<file path="config.mk">
export PLATFORM = sky130hd
export DESIGN_NAME = invalid_sum_seq_flat
export DESIGN_NICKNAME = d
export VERILOG_FILES = /design/src/rtl/invalid_sum_seq_if.sv /design/src/rtl/invalid_sum_seq.sv /design/src/flat_wrapper.sv
export SDC_FILE = /design/constraint.sdc
export NUM_CORES = 2
export LEC_CHECK = 0
export CELL_PAD_IN_SITES_DETAIL_PLACEMENT = 1
export CELL_PAD_IN_SITES_GLOBAL_PLACEMENT = 1
export CORE_UTILIZATION = 30
export DETAILED_ROUTE_END_ITERATION = 8
export DONT_BUFFER_PORTS = 1
export GPL_ROUTABILITY_DRIVEN = 0
export PLACE_DENSITY = 0.59
export SYNTH_ARGS = -nofsm -noshare
export SYNTH_HDL_FRONTEND = slang
export SYNTH_SLANG_ARGS = --single-unit
</file>
<file path="constraint.sdc">
create_clock -name clk -period 12.1 [get_ports clk]
set_input_delay 3.63 -clock clk [delete_from_list [all_inputs] [get_ports clk]]
set_output_delay 3.63 -clock clk [all_outputs]
set_load 0.1 [all_outputs]
</file>
<file path="src/rtl/invalid_sum_seq_if.sv">
// invalid_sum_seq_if: scan request (start, min, max) and result bundle for invalid_sum_seq.
interface invalid_sum_seq_if #(
  parameter int W = 40,
  parameter int ACC_W = 50,
  parameter int CNT_W = 24
);
  logic start;
  logic [W-1:0] min;
  logic [W-1:0] max;
  logic busy;
  logic done;
  logic [ACC_W-1:0] sum;
  logic [CNT_W-1:0] count;
  logic ovf;
  modport master (output start, min, max, input busy, done, sum, count, ovf);
  modport slave (input start, min, max, output busy, done, sum, count, ovf);
endinterface

</file>
<file path="src/rtl/invalid_sum_seq.sv">
// invalid_sum_seq: sums/counts IDs in [min,max] made of a digit block written twice.
// Optional RANGE_SWAP_EN: bounds are swapped at acceptance when min > max.
module invalid_sum_seq #(
  parameter int W = 40,
  parameter int DIGITS_MAX = 10,
  parameter int ACC_W = 50,
  parameter int CNT_W = 24
) (
  input logic clk,
  input logic rst_n,
  invalid_sum_seq_if.slave bus
);
  localparam int HMAX = DIGITS_MAX / 2;
  localparam int SW = (ACC_W > W ? ACC_W : W) + 1;
  localparam int DCW = $clog2(W);
  typedef enum logic [2:0] {IDLE, SETUP, DIV, STEP, NEXT, DONE} state_t;
  function automatic logic [W-1:0] p10(input int n);
    logic [W-1:0] r;
    r = W'(1);
    for (int k = 0; k < n; k++) r = r * W'(10);
    return r;
  endfunction
  logic [W-1:0] mt [16];
  logic [W-1:0] lot [16];
  logic [W-1:0] hit [16];
  logic [W-1:0] lmt [16];
  for (genvar i = 0; i < 16; i++) begin : g_tab
    assign lot[i] = p10(i - 1);
    assign hit[i] = p10(i) - W'(1);
    assign mt[i] = p10(i) + W'(1);
    assign lmt[i] = p10(i - 1) * (p10(i) + W'(1));
  end
  state_t st;
  logic [3:0] h;
  logic [W-1:0] mn, mx, quo, rem, seed, nrem, nquo, qs;
  logic [W:0] v, t;
  logic [DCW-1:0] dc;
  logic ge, nz;
  logic [SW-1:0] acc;
  always_comb begin
    t = {rem, quo[W-1]};
    ge = t >= {1'b0, mt[h]};
    nrem = W'(ge ? t - {1'b0, mt[h]} : t);
    nquo = {quo[W-2:0], ge};
    nz = |nrem;
    qs = nquo + W'(nz);
    acc = SW'(bus.sum) + SW'(v[W-1:0]);
  end
  // v tracks seed*m incrementally, so no multiplier sits in the candidate loop
  always_ff @(posedge clk or negedge rst_n) begin
    if (!rst_n) begin
      st <= IDLE;
      h <= '0;
      mn <= '0;
      mx <= '0;
      quo <= '0;
      rem <= '0;
      seed <= '0;
      v <= '0;
      dc <= '0;
      bus.busy <= 1'b0;
      bus.done <= 1'b0;
      bus.sum <= '0;
      bus.count <= '0;
      bus.ovf <= 1'b0;
    end else begin
      case (st)
        IDLE: if (bus.start) begin
`ifdef RANGE_SWAP_EN
          mn <= bus.min > bus.max ? bus.max : bus.min;
          mx <= bus.min > bus.max ? bus.min : bus.max;
`else
          mn <= bus.min;
          mx <= bus.max;
`endif
          bus.sum <= '0;
          bus.count <= '0;
          bus.ovf <= 1'b0;
          bus.busy <= 1'b1;
          h <= 4'd1;
          st <= SETUP;
        end
        SETUP: begin
          quo <= mn;
          rem <= '0;
          dc <= '0;
          if (lmt[h] > mx) begin
            bus.busy <= 1'b0;
            bus.done <= 1'b1;
            st <= DONE;
          end else st <= DIV;
        end
        DIV: begin
          rem <= nrem;
          quo <= nquo;
          dc <= dc + 1'b1;
          if (dc == DCW'(W - 1)) begin
            seed <= qs < lot[h] ? lot[h] : qs;
            v <= qs < lot[h] ? {1'b0, lmt[h]} : {1'b0, mn} - {1'b0, nrem} + (nz ? {1'b0, mt[h]} : '0);
            st <= STEP;
          end
        end
        STEP: if (seed > hit[h] || v > {1'b0, mx}) st <= NEXT;
        else begin
          bus.sum <= acc[ACC_W-1:0];
          bus.ovf <= bus.ovf | (|acc[SW-1:ACC_W]);
          bus.count <= &bus.count ? bus.count : bus.count + 1'b1;
          seed <= seed + 1'b1;
          v <= v + {1'b0, mt[h]};
        end
        NEXT: if (h == 4'(HMAX)) begin
          bus.busy <= 1'b0;
          bus.done <= 1'b1;
          st <= DONE;
        end else begin
          h <= h + 1'b1;
          st <= SETUP;
        end
        DONE: begin
          bus.done <= 1'b0;
          st <= IDLE;
        end
        default: st <= IDLE;
      endcase
    end
  end
endmodule

</file>
<file path="src/flat_wrapper.sv">
// flat-port wrapper written by rule: the top's interface ports become plain ports
module invalid_sum_seq_flat 
#(
  parameter int W = 40,
  parameter int DIGITS_MAX = 10,
  parameter int ACC_W = 50,
  parameter int CNT_W = 24
)
  (clk, rst_n, bus_start, bus_min, bus_max, bus_busy, bus_done, bus_sum, bus_count, bus_ovf);
  invalid_sum_seq_if #(.W(W), .ACC_W(ACC_W), .CNT_W(CNT_W)) bus_i ();
  input logic clk;
  input logic rst_n;
  input wire logic [$bits(bus_i.start)-1:0] bus_start;
  input wire logic [$bits(bus_i.min)-1:0] bus_min;
  input wire logic [$bits(bus_i.max)-1:0] bus_max;
  output wire logic [$bits(bus_i.busy)-1:0] bus_busy;
  output wire logic [$bits(bus_i.done)-1:0] bus_done;
  output wire logic [$bits(bus_i.sum)-1:0] bus_sum;
  output wire logic [$bits(bus_i.count)-1:0] bus_count;
  output wire logic [$bits(bus_i.ovf)-1:0] bus_ovf;
  assign bus_i.start = bus_start;
  assign bus_i.min = bus_min;
  assign bus_i.max = bus_max;
  assign bus_busy = bus_i.busy;
  assign bus_done = bus_i.done;
  assign bus_sum = bus_i.sum;
  assign bus_count = bus_i.count;
  assign bus_ovf = bus_i.ovf;
  invalid_sum_seq #(.W(W), .DIGITS_MAX(DIGITS_MAX), .ACC_W(ACC_W), .CNT_W(CNT_W)) u_core (.clk(clk), .rst_n(rst_n), .bus(bus_i));
endmodule
</file>
==> impl_metrics.ini <==
[clocking]
cts_made_buffers = 43
cts_sinks = 331
htree_levels = 2
cts_hold_buf = 0
clkTransAtPathRegs_ps = 70
clockBufferDepth = 3
worstSkewPairLatency_ps = 620
cts_tree = built
cts_root_buffer = clkbuf_16

[logic_synthesis]
synth-edff-count = 0
ys_dominant_reg_cell = dfrtp_1
synth.top_cell.area_share_pct = 26.6
postSynthCellCount = 3974
synth.distinct_cells = 88
syn-num-nets = 4443
syn_avg_cell_area_um2 = 7.83
ys_async_sr_fraction_pct = 100
yosys_warnings = 0
synth_area_leaders = dfrtp_1 (27%), ha_1 (14%), nand2_1 (7.5%), o21ai_0 (5.5%), a21oi_1 (4.6%)
synth.largest_area_cell = dfrtp_1
ys_seq_area_share_pct = 26.6
ys_ff_latch = 331
syn-cell-area_um2 = 31100

[routing]
totalWireLength_mm = 129
drc = 0
ant_nets = 0
drt_iter0_drc = 2053
wl_per_cell_um = 24.3
first_pass_iters = 5
vias = 29600
drt-vias-per-instance = 5.60

[flow_run]
cap_violations = 0

[grt]
grt_max_degree = 332
overflow = 0
grt_pass1_vias = 29700
track_usage_pct = 24.2
grt_pass1_wl_mm = 193
antenna_found_initial = 1

[placement]
port_buffers = 0
place_area_um2 = 32600
post-dp-hpwl_mm = 102

[setup_path]
cp-start-kind = register
cp.required_ps = 12580
crit_arrival_ps = 11780
slowest_stage = dfrtp_1
r2r_cells = 35
cpPeakStageDelay_ps = 680
crit_fanout = 39
endpoint_kind = register
worst-setup-path-type = register to register

[power]
intPower_w = 0.00197
netSwitchingPower_w = 0.000574
power.density_nw_per_um2 = 74.4
p_leak_nw = 16.5
peakVddDrop_mv = 0.0876
combPwrFrac_pct = 0
swShare_pct = 22.6
seqPwrFrac_pct = 43.6
clkPwrFrac_pct = 56.4

[sta]
maxSlewHeadroom_pct = 27.4
post-route-period-util_pct = 93.4
tns_ps = 0
finalSetupViolations = 0
rsz0062_at_grt = false
max_freq_mhz = 88.5
finalMaxSlewViolations = 0
tightest_slew_ps = 1090
finalCriticalPeriod_ps = 11300
skew_ps = 37.4
finalHoldViolCount = 0

[floorplan]
chipHeight_um = 324
dieWidth_um = 324
core_um2 = 102000
rows = 117
io_pins = 160
initial_core_util_pct = 30.4
die-area_um2 = 105000

[cells_and_area]
syn2layout_area_growth_pct = 9.66
utilization_pct = 33.4
fin_nets = 4356
final_layout_size_suffix_gt1_share_pct = 4.19
nFillCells = 12200
design_area_um2 = 34100

[min_path]
hp-class = register to register
hold_depth = 1

[outcome]
status = finished, final reports clean
## placed cells by master (no fill, tap or decap), drive strengths merged, types with 12 or more instances in the layout
master,instances
nand2,622
o21ai,347
ha,343
dfrtp,331
a21oi,285
inv,282
nor2,246
a21o,151
nand3,126
xnor2,118
xor2,69
nand4,65
clkbuf,57
nor3,55
a22o,53
a22oi,48
buf,47
and3,46
fa,43
a211oi,41
or3,40
o211ai,36
a31oi,35
o31ai,34
and2,34
nand2b,31
nor2b,26
o21a,25
o21bai,24
nor4,15
mux2i,15
o22ai,12
o22a,12
a2111oi,12
## layer usage
metal	vias to the layer above	track usage (%)	share of wire (%)
met4	2	6.31	2.6
li1	14000	-	-
met5	-	0	0.010
met3	137	2.78	4.3
met2	632	40.6	47
met1	14800	32.7	46
## cell families after synthesis
kind of cell | after synthesis | synth area share, %
XOR/XNOR | 187 | 5.26
AND/OR/NAND/NOR | 1361 | 20.0
buffers and inverters | 461 | 5.62
AO/OA/AOI/OAI | 1225 | 25.2
adder cells (fa/ha/maj) | 389 | 16.6
flip-flops | 331 | 26.6
multiplexers | 20 | 0.663
## path summary, 6_finish.rpt
path / startpoint / slack (ps) / end
hold / removal: u_core.dc[5] / 470 / u_core.dc[5]
hold reg to reg: u_core.dc[5] / 470 / u_core.dc[5]
min in group asynchronous: rst_n / 2730 / u_core.bus.count[3]
max in group asynchronous: rst_n / 8510 / u_core.quo[20]
setup / recovery: u_core.h[1] / 800 / u_core.v[36]
setup reg to reg: u_core.h[1] / 800 / u_core.v[36]
## power by group through the flow
stage	logic [W]	registers, W	clock network (W)
final	0.000000469	0.00111	0.00143
after global routing	0.000000496	0.00111	0.00150
after CTS	0.000000477	0.00111	0.00147
after detailed placement	0.000000471	0.00113	0
after global placement	0.000000472	0.00113	0
after floorplan	0.000000405	0.00113	0
## state kept, by name, summed over array words and instances (netlist names)
signal,count
u_core.bus.count,24
u_core.rem,40
u_core.bus.busy,1
u_core.bus.sum,50
u_core.dc,6
u_core.quo,40
u_core.st,3
u_core.mx,40
u_core.bus.ovf,1
u_core.mn,40
u_core.seed,40
u_core.v,41
u_core.bus.done,1
u_core.h,4
## timing repair
action                     in CTS  in global routing
buffers inserted                0                  0
setup endpoints to repair       0                  1
gates resized for setup         0                  2
## layout make-up
type	count	area, um^2	share of cell area [%]
clock inverter	19	275	0.806
timing repair buffer	47	378	1.11
clock buffer	57	1260	3.69
multi-input combinational	3182	21200	62.0
inverter	282	1060	3.10
antenna	1	2.50	0.00733
tap	1368	1710	5.01
sequential	331	8280	24.3
## critical path: cells and delay by family, from the launching register on
| family | cells | cell delay, ps |
|---|---|---|
| multiplexers | 2 | 710 |
| AO/OA/AOI/OAI | 15 | 4410 |
| buffers and inverters | 7 | 1740 |
| flip-flops | 1 | 680 |
| adder cells (fa/ha/maj) | 4 | 1800 |
| AND/OR/NAND/NOR | 7 | 1770 |
## synthesized netlist by cell type, types with 10 or more instances
cell,instances
a22o_1,53
o22a_1,12
buf_1,17
o22ai_1,12
nor4_1,15
nor2b_1,26
xor2_1,69
or2_2,10
inv_1,280
mux2i_1,15
xnor2_1,118
o21ai_0,344
o2bb2ai_1,10
nand3_1,126
ha_1,343
o21a_1,25
and2_1,33
o31ai_1,34
buf_2,11
o21bai_1,24
fa_1,43
dfrtp_1,331
o211ai_1,36
a22oi_1,48
or3_1,39
clkbuf_1,149
nor3_1,55
nand4_1,65
nand2b_1,31
nor2_1,246
o221ai_1,11
a21o_1,151
a211oi_1,41
and3_1,46
a31oi_1,35
nand2_1,622
a21oi_1,285
## per-stage QoR
step           cells  total power (W)  worst slack (ps)  hold WS [ps]
2_1_floorplan   3974          0.00113              3290           444
3_3_place_gp    5210          0.00113               697           463
3_5_place_dp    5210          0.00113               701           466
4_1_cts         5286          0.00257               624           480
5_1_grt         5286          0.00261               189           515
6_report        5287          0.00254               803           475
No activity file was read; power rests on OpenSTA's default activity.
